==> src/rtl/isa_types.sv <==
`default_nettype none
// ============================================================================
// Module      : isa_types (package)
// Description : Shared ISA-level types for the load/store unit: default data
//               width, access width encoding, fault codes, LSU state
//               encoding and an alignment helper.
// Revision    : 1.0 - initial release
// ============================================================================
package isa_types;

    localparam int XLEN = 32;

    // Successor to write_width_t; encoding value is log2 of the byte count.
    typedef enum logic [1:0] {
        ACC_BYTE   = 2'd0,
        ACC_HALF   = 2'd1,
        ACC_WORD   = 2'd2,
        ACC_DOUBLE = 2'd3
    } access_width_t;

    typedef enum logic [1:0] {
        FAULT_NONE       = 2'd0,
        FAULT_MISALIGNED = 2'd1,
        FAULT_TIMEOUT    = 2'd2
    } fault_t;

    typedef enum logic [1:0] {
        IDLE  = 2'd0,
        ISSUE = 2'd1,
        WAIT  = 2'd2,
        RESP  = 2'd3
    } lsu_state_t;

    // An access is misaligned when the address is not a multiple of its
    // size, or when a double is requested on a 32-bit datapath.
    function automatic logic is_misaligned(input access_width_t w,
                                           input logic [2:0]    addr_lo,
                                           input logic          xlen64);
        logic r;
        r = 1'b0;
        case (w)
            ACC_BYTE:   r = 1'b0;
            ACC_HALF:   r = addr_lo[0];
            ACC_WORD:   r = |addr_lo[1:0];
            ACC_DOUBLE: r = !xlen64 || (|addr_lo);
            default:    r = 1'b0;
        endcase
        return r;
    endfunction

endpackage
`default_nettype wire

==> src/rtl/lsu_lane_align.sv <==
`default_nettype none
// ============================================================================
// Module      : lsu_lane_align
// Description : Combinational byte-lane alignment.
//               Store mode (i_load=0): mask i_data to the access width and
//               shift it left into its byte lane; bytes outside the lane are 0.
//               Load mode (i_load=1): shift the bus word right by the lane
//               offset, mask to the access width, then sign- or zero-extend.
// Ports       : i_load     - 1 = load path, 0 = store path
//               i_width    - access width
//               i_unsigned - zero-extend loads when 1
//               i_offset   - byte offset within the bus word
//               i_data     - right-aligned store data or full bus read word
//               o_data     - lane-shifted store data or extended load data
// Revision    : 1.0 - initial release
// ============================================================================
module lsu_lane_align
    import isa_types::*;
#(
    parameter int XLEN = 32
) (
    input  logic                         i_load,
    input  access_width_t                i_width,
    input  logic                         i_unsigned,
    input  logic [$clog2(XLEN/8)-1:0]    i_offset,
    input  logic [XLEN-1:0]              i_data,
    output logic [XLEN-1:0]              o_data
);

    logic [XLEN-1:0] w_mask;
    logic [XLEN-1:0] w_shifted;
    logic [XLEN-1:0] w_field;
    logic            w_sign;

    always_comb begin
        w_mask    = '1;
        w_sign    = 1'b0;
        w_shifted = i_load ? (i_data >> {i_offset, 3'b000}) : i_data;
        case (i_width)
            ACC_BYTE: begin
                w_mask = XLEN'(8'hFF);
                w_sign = w_shifted[7];
            end
            ACC_HALF: begin
                w_mask = XLEN'(16'hFFFF);
                w_sign = w_shifted[15];
            end
            ACC_WORD: begin
                w_mask = XLEN'(32'hFFFF_FFFF);
                w_sign = w_shifted[31];
            end
            default: begin
                // Full-width double: nothing to extend, signedness irrelevant.
                w_mask = '1;
                w_sign = 1'b0;
            end
        endcase
        w_field = w_shifted & w_mask;
        if (!i_load) begin
            o_data = w_field << {i_offset, 3'b000};
        end else if (i_unsigned || !w_sign) begin
            o_data = w_field;
        end else begin
            o_data = w_field | ~w_mask;
        end
    end

endmodule
`default_nettype wire

==> src/rtl/lsu_ctrl.sv <==
`default_nettype none
// ============================================================================
// Module      : lsu_ctrl
// Description : Load/store unit controller. Accepts one hart access at a
//               time, checks alignment, issues a single bus request with lane
//               byte enables, collects read data and returns a one-cycle
//               completion pulse with extended load data or a fault code.
// Config      : LSU_TIMEOUT_EN - when defined, a counter bounds the time
//               spent in ISSUE+WAIT to TIMEOUT_CYCLES and responds with
//               FAULT_TIMEOUT; when undefined the unit waits indefinitely.
// Ports       : clk, reset (async, active-high)
//               req_*  - hart request channel (valid/ready handshake)
//               resp_* - completion pulse, load data, fault code
//               mem_*  - bus request (valid/ready) and read return
// Revision    : 1.0 - initial release
// ============================================================================
module lsu_ctrl
    import isa_types::*;
#(
    parameter int XLEN           = isa_types::XLEN,
    parameter int TIMEOUT_CYCLES = 15
) (
    input  logic                 clk,
    input  logic                 reset,
    input  logic                 req_valid,
    output logic                 req_ready,
    input  logic                 req_is_store,
    input  access_width_t        req_width,
    input  logic                 req_unsigned,
    input  logic [XLEN-1:0]      req_addr,
    input  logic [XLEN-1:0]      req_wdata,
    output logic                 resp_valid,
    output logic [XLEN-1:0]      resp_rdata,
    output fault_t               resp_fault,
    output logic                 mem_req_valid,
    input  logic                 mem_req_ready,
    output logic                 mem_we,
    output logic [XLEN-1:0]      mem_addr,
    output logic [XLEN/8-1:0]    mem_be,
    output logic [XLEN-1:0]      mem_wdata,
    input  logic                 mem_rvalid,
    input  logic [XLEN-1:0]      mem_rdata
);

    localparam int NB   = XLEN / 8;
    localparam int OFFW = $clog2(NB);

    if ((XLEN != 32) && (XLEN != 64)) begin : g_bad_xlen
        $error("lsu_ctrl: XLEN must be 32 or 64");
    end
    if (TIMEOUT_CYCLES < 1) begin : g_bad_timeout
        $error("lsu_ctrl: TIMEOUT_CYCLES must be at least 1");
    end

    lsu_state_t       r_state;
    logic             r_is_store;
    access_width_t    r_width;
    logic             r_unsigned;
    logic [OFFW-1:0]  r_off;

    logic             r_mem_req_valid;
    logic             r_mem_we;
    logic [XLEN-1:0]  r_mem_addr;
    logic [NB-1:0]    r_mem_be;
    logic [XLEN-1:0]  r_mem_wdata;

    logic             r_resp_valid;
    logic [XLEN-1:0]  r_resp_rdata;
    fault_t           r_resp_fault;

    logic             w_req_ready;
    logic             w_accept;
    logic             w_misaligned;
    logic [OFFW-1:0]  w_req_off;
    logic [NB-1:0]    w_be;
    logic [XLEN-1:0]  w_st_data;
    logic [XLEN-1:0]  w_ld_data;
    logic             w_tmo;

    // Gated by reset so the port reads 0 while reset is held and 1 in the
    // very first cycle after it is released.
    assign w_req_ready  = (r_state == IDLE) && !reset;
    assign w_accept     = req_valid && w_req_ready;
    assign w_req_off    = req_addr[OFFW-1:0];
    assign w_misaligned = is_misaligned(req_width, req_addr[2:0], XLEN == 64);

    always_comb begin
        w_be = '0;
        case (req_width)
            ACC_BYTE: w_be = NB'(4'b0001);
            ACC_HALF: w_be = NB'(4'b0011);
            ACC_WORD: w_be = NB'(4'b1111);
            default:  w_be = '1;
        endcase
        w_be = w_be << w_req_off;
    end

    // Store path works on the live request so it can be registered on accept.
    lsu_lane_align #(.XLEN(XLEN)) u_store_align (
        .i_load     (1'b0),
        .i_width    (req_width),
        .i_unsigned (req_unsigned),
        .i_offset   (w_req_off),
        .i_data     (req_wdata),
        .o_data     (w_st_data)
    );

    // Load path works on the latched request and the live bus data.
    lsu_lane_align #(.XLEN(XLEN)) u_load_align (
        .i_load     (1'b1),
        .i_width    (r_width),
        .i_unsigned (r_unsigned),
        .i_offset   (r_off),
        .i_data     (mem_rdata),
        .o_data     (w_ld_data)
    );

`ifdef LSU_TIMEOUT_EN
    localparam int TW = $clog2(TIMEOUT_CYCLES + 1);
    logic [TW-1:0] r_tmo_cnt;

    // Fires during the TIMEOUT_CYCLES-th cycle spent in ISSUE/WAIT.
    assign w_tmo = (r_tmo_cnt == TW'(TIMEOUT_CYCLES - 1));

    always_ff @(posedge clk or posedge reset) begin
        if (reset) begin
            r_tmo_cnt <= '0;
        end else if (w_accept) begin
            r_tmo_cnt <= '0;
        end else if ((r_state == ISSUE) || (r_state == WAIT)) begin
            r_tmo_cnt <= r_tmo_cnt + TW'(1);
        end
    end
`else
    assign w_tmo = 1'b0;
`endif

    always_ff @(posedge clk or posedge reset) begin
        if (reset) begin
            r_state         <= IDLE;
            r_is_store      <= 1'b0;
            r_width         <= ACC_BYTE;
            r_unsigned      <= 1'b0;
            r_off           <= '0;
            r_mem_req_valid <= 1'b0;
            r_mem_we        <= 1'b0;
            r_mem_addr      <= '0;
            r_mem_be        <= '0;
            r_mem_wdata     <= '0;
            r_resp_valid    <= 1'b0;
            r_resp_rdata    <= '0;
            r_resp_fault    <= FAULT_NONE;
        end else begin
            case (r_state)
                IDLE: begin
                    if (w_accept) begin
                        r_is_store <= req_is_store;
                        r_width    <= req_width;
                        r_unsigned <= req_unsigned;
                        r_off      <= w_req_off;
                        if (w_misaligned) begin
                            r_state      <= RESP;
                            r_resp_valid <= 1'b1;
                            r_resp_rdata <= '0;
                            r_resp_fault <= FAULT_MISALIGNED;
                        end else begin
                            r_state         <= ISSUE;
                            r_mem_req_valid <= 1'b1;
                            r_mem_we        <= req_is_store;
                            r_mem_addr      <= {req_addr[XLEN-1:OFFW], OFFW'(0)};
                            r_mem_be        <= w_be;
                            r_mem_wdata     <= w_st_data;
                        end
                    end
                end
                ISSUE: begin
                    if (mem_req_ready) begin
                        r_mem_req_valid <= 1'b0;
                        if (r_is_store) begin
                            r_state      <= RESP;
                            r_resp_valid <= 1'b1;
                            r_resp_rdata <= '0;
                            r_resp_fault <= FAULT_NONE;
                        end else if (mem_rvalid) begin
                            // Read data returned together with the accept.
                            r_state      <= RESP;
                            r_resp_valid <= 1'b1;
                            r_resp_rdata <= w_ld_data;
                            r_resp_fault <= FAULT_NONE;
                        end else begin
                            r_state <= WAIT;
                        end
                    end else if (w_tmo) begin
                        r_mem_req_valid <= 1'b0;
                        r_state         <= RESP;
                        r_resp_valid    <= 1'b1;
                        r_resp_rdata    <= '0;
                        r_resp_fault    <= FAULT_TIMEOUT;
                    end
                end
                WAIT: begin
                    if (mem_rvalid) begin
                        r_state      <= RESP;
                        r_resp_valid <= 1'b1;
                        r_resp_rdata <= w_ld_data;
                        r_resp_fault <= FAULT_NONE;
                    end else if (w_tmo) begin
                        r_state      <= RESP;
                        r_resp_valid <= 1'b1;
                        r_resp_rdata <= '0;
                        r_resp_fault <= FAULT_TIMEOUT;
                    end
                end
                RESP: begin
                    r_state      <= IDLE;
                    r_resp_valid <= 1'b0;
                    r_resp_rdata <= '0;
                    r_resp_fault <= FAULT_NONE;
                    r_mem_we     <= 1'b0;
                    r_mem_addr   <= '0;
                    r_mem_be     <= '0;
                    r_mem_wdata  <= '0;
                end
                default: r_state <= IDLE;
            endcase
        end
    end

    assign req_ready     = w_req_ready;
    assign resp_valid    = r_resp_valid;
    assign resp_rdata    = r_resp_rdata;
    assign resp_fault    = r_resp_fault;
    assign mem_req_valid = r_mem_req_valid;
    assign mem_we        = r_mem_we;
    assign mem_addr      = r_mem_addr;
    assign mem_be        = r_mem_be;
    assign mem_wdata     = r_mem_wdata;

endmodule
`default_nettype wire

==> config.mk <==
export PLATFORM = sky130hd
export DESIGN_NAME = lsu_ctrl
export DESIGN_NICKNAME = d
export VERILOG_FILES = /design/src/rtl/isa_types.sv /design/src/rtl/lsu_lane_align.sv /design/src/rtl/lsu_ctrl.sv
export SDC_FILE = /design/constraint.sdc
export NUM_CORES = 1
export LEC_CHECK = 0
export ABC_AREA = 1
export ABC_CLOCK_PERIOD_IN_PS = 4470
export BUFFER_PORTS_ARGS = -buffer_cell sky130_fd_sc_hd__buf_2
export CORE_MARGIN = 3
export CORE_UTILIZATION = 35
export DETAILED_ROUTE_END_ITERATION = 8
export PLACE_DENSITY_LB_ADDON = 0.1
export SLEW_MARGIN = 10
export SYNTH_ARGS = -nofsm -noshare
export SYNTH_HDL_FRONTEND = slang
export SYNTH_SLANG_ARGS = --single-unit
==> constraint.sdc <==
create_clock -name clk -period 4.47 [get_ports clk]
set_clock_uncertainty 0.2 [all_clocks]
set_input_delay 0.2235 -clock clk [delete_from_list [all_inputs] [get_ports clk]]
set_output_delay 0.2235 -clock clk [all_outputs]
set_load 0.05 [all_outputs]
==> metrics <==
status complete, no violations; clock sinks around 110; clock latency on the worst-skew pair around 350 ps; Final ANT Viol Nets 0; Die W between 100 and 150 um; Die Span Y 136 um; worst r2r dst mem_addr[10]; Least-Margin Pin Slew around 960 ps; drt total wl roughly 19 mm; I/O pin cnt 211; clock root buffer clkbuf_16; sequential area share after synthesis 0.468; Worst Path Max Fanout between 90 and 100; unrepaired setup endpoints after global routing no; Core Box Area around 16,000 um^2; Synth Instances slightly above 800; final global-route overflow total 0; CP arrival 3100 ps; largest area contributor in the netlist dfrtp_1; Worst Path Buf+Inv 3; Worst path slowest cell nand2_4; Post-Syn Area roughly 6000 um^2; Final #Nets about 1,200; max-slew violations 0; CTS buffer count 9; Setup Buffers After CTS 0; number of I/O port buffers 208; setup TNS 0 ps; Critical Path Sink Type register; FMAX between 0.3 and 0.4 GHz; CTS tree yes; most frequent cells in the layout nand2_1 (362), buf_2 (208), dfrtp_1 (111); layout cell share with drive strength beyond 1 0.233; Worst setup SP type register; Vias approximately 6,100; largest net degree at the start of global routing 95; cell chain of the critical path inv_1 -> ha_1 -> inv_1 -> nor2_1 -> nand2_1 -> nand2_1 -> nand2_4 -> nor2_2 -> buf_4 -> nand2_1 -> nand2_1; commonest non-fill, non-tap cell in the layout nand2_1; Die ar. 18,600 um^2; peak supply drop between 0.0004 and 0.0005 V; CTS Buffer Depth 2; synth warn 0; R2R depth 11; Worst slew margin 0.360; worst setup path end mem_addr[10]; H-tree levels 3; final setup vio count 0; area grow syn2layout 31.2%; power density cells a little under 800 nW/um^2; delay-heaviest family, CP simple AND/OR/NAND/NOR gates; MaxCap Viol Count 0; row cnt 46; gr usage total 0.206; Critical Path Start r_state[0]; Yosys top cell area share 0.468; Synth Register Bits 111; kind of critical path register to register; cell mode on critical path nand2_1; Post-CTS Resized 0; crit-path max cell delay a little over 500 ps; DPL Wire Length approximately 13 mm; Wirelength per Cell about 15 um; GP Congestion 0.863; antenna violations before repair 2; DRT iter0 DRCs roughly 330; vias per std cell 4.84; Hold Vio Cnt, Final 0; Leakage Power around 4.4 nW; min-delay worst type primary input to register; period utilisation layout 0.673; number of global-route vias before repair a little under 6,000; Area contributors post-synth dfrtp_1 (47%), nand2_1 (23%), o21ai_0 (5.0%); DRC viols 0; fin cells about 1,300; Synth Area per Inst about 7 um^2; Fillers ~1,700; Clock transition at path regs around 70 ps; Pre-antenna DRT Iters 5; Crit path depth 11; Initial Util 0.366; first-pass GRT wire length 30.4 mm; placed cells approximately 1,200; CP required 4560 ps; min Tclk post-route 3010 ps; library cells used by synthesis 29; worst r2r src r_state[0]; R2R setup slack approximately 1500 ps
==> cell usage after synthesis, drive strengths merged <==
library cell	count
nand2	365
nand3	33
o211ai	23
clkbuf	21
mux2	1
inv	41
a211oi	1
clkinv	1
nor2	68
or2	1
dfrtp	111
buf	28
o31ai	8
a21oi	25
ha	5
nand4	3
o21ai	78
a31oi	10
conb	1
==> layer usage <==
| metal | part of all wire | up-vias | GRT usage |
|---|---|---|---|
| li1 | - | 3061 | - |
| met3 | 0.076 | 26 | 0.0559 |
| met2 | 0.43 | 211 | 0.305 |
| met5 | 0.00069 | - | 0 |
| met1 | 0.47 | 2804 | 0.295 |
| met4 | 0.018 | 2 | 0.0610 |
==> how the worst min path moves through the flow <==
stage                        startpoint             to  slack (ps)  depth (start not counted)
after floorplan            req_addr[10]   mem_addr[10]         130                          2
after global placement            reset  mem_wdata[31]         120                          2
after detailed placement          reset  mem_wdata[31]         130                          2
after CTS                 req_wdata[31]  mem_wdata[31]          30                          5
after global routing       req_width[0]     r_width[0]          50                          3
final                      req_width[0]     r_width[0]          40                          3
==> tightest hold or removal path, delay by kind of cell <==
| kind | cells | cell delay (ps) |
|---|---|---|
| AO/OA/AOI/OAI | 1 | 160 |
| buffers and inverters | 2 | 180 |
==> sequential cells by signal (all words and copies together) (netlist names) <==
signal	count
r_off	2
r_unsigned	1
mem_be	4
resp_rdata	32
r_width	2
r_is_store	1
r_state	2
resp_valid	1
mem_addr	30
resp_fault	2
mem_wdata	32
mem_req_valid	1
mem_we	1
==> report_power, final <==
| part | switching [mW] | internal, mW | total [mW] | leakage (nW) |
|---|---|---|---|---|
| Clock | 0.374 | 0.550 | 0.924 | 0.166 |
| Combinational | 2.71 | 0.825 | 3.53 | 2.75 |
| Sequential | 0.290 | 1.42 | 1.71 | 1.45 |
==> cell type report <==
cell class | count | area (um^2) | share of cell area
Sequential cell | 111 | 2780 | 0.357
Tap cell | 216 | 270 | 0.0347
Clock inverter | 7 | 120 | 0.0154
Inverter | 42 | 165 | 0.0212
Antenna cell | 1 | 2.50 | 0.000321
Multi-Input combinational cell | 623 | 2750 | 0.353
Clock buffer | 9 | 225 | 0.0289
Timing Repair Buffer | 253 | 1480 | 0.190
==> cells by family (layout without fill, tap and decap cells) <==
logic type               count (synthesis)  count (layout)  share of synthesized area
AND/OR/NAND/NOR                        470             470                      0.309
adder cells (fa/ha/maj)                  5               5                     0.0105
AO/OA/AOI/OAI                          145             145                      0.139
multiplexers                             1               1                    0.00190
flip-flops                             111             111                      0.468
buffers and inverters                   91             311                     0.0706
other                                    1               3                   0.000632
==> timing repair <==
action,4_1_cts,5_1_grt
hold buffers,41,0
endpoints found under the setup margin,0,0
hold endpoints to repair,83,0
==> through the flow <==
step	instance area, um^2	setup slack, ps	hold WS (ps)	utilization	total power, mW
CTS	7780	1380	31.9	0.480	6.23
floorplan	5940	472	133	-	4.42
detailed placement	7030	1390	129	0.433	5.25
global route	7790	1060	53.9	0.480	6.63
finish	7790	1460	43.6	0.480	6.17
global placement	7030	1480	124	0.433	5.24
(Power assumes the default switching activity.)
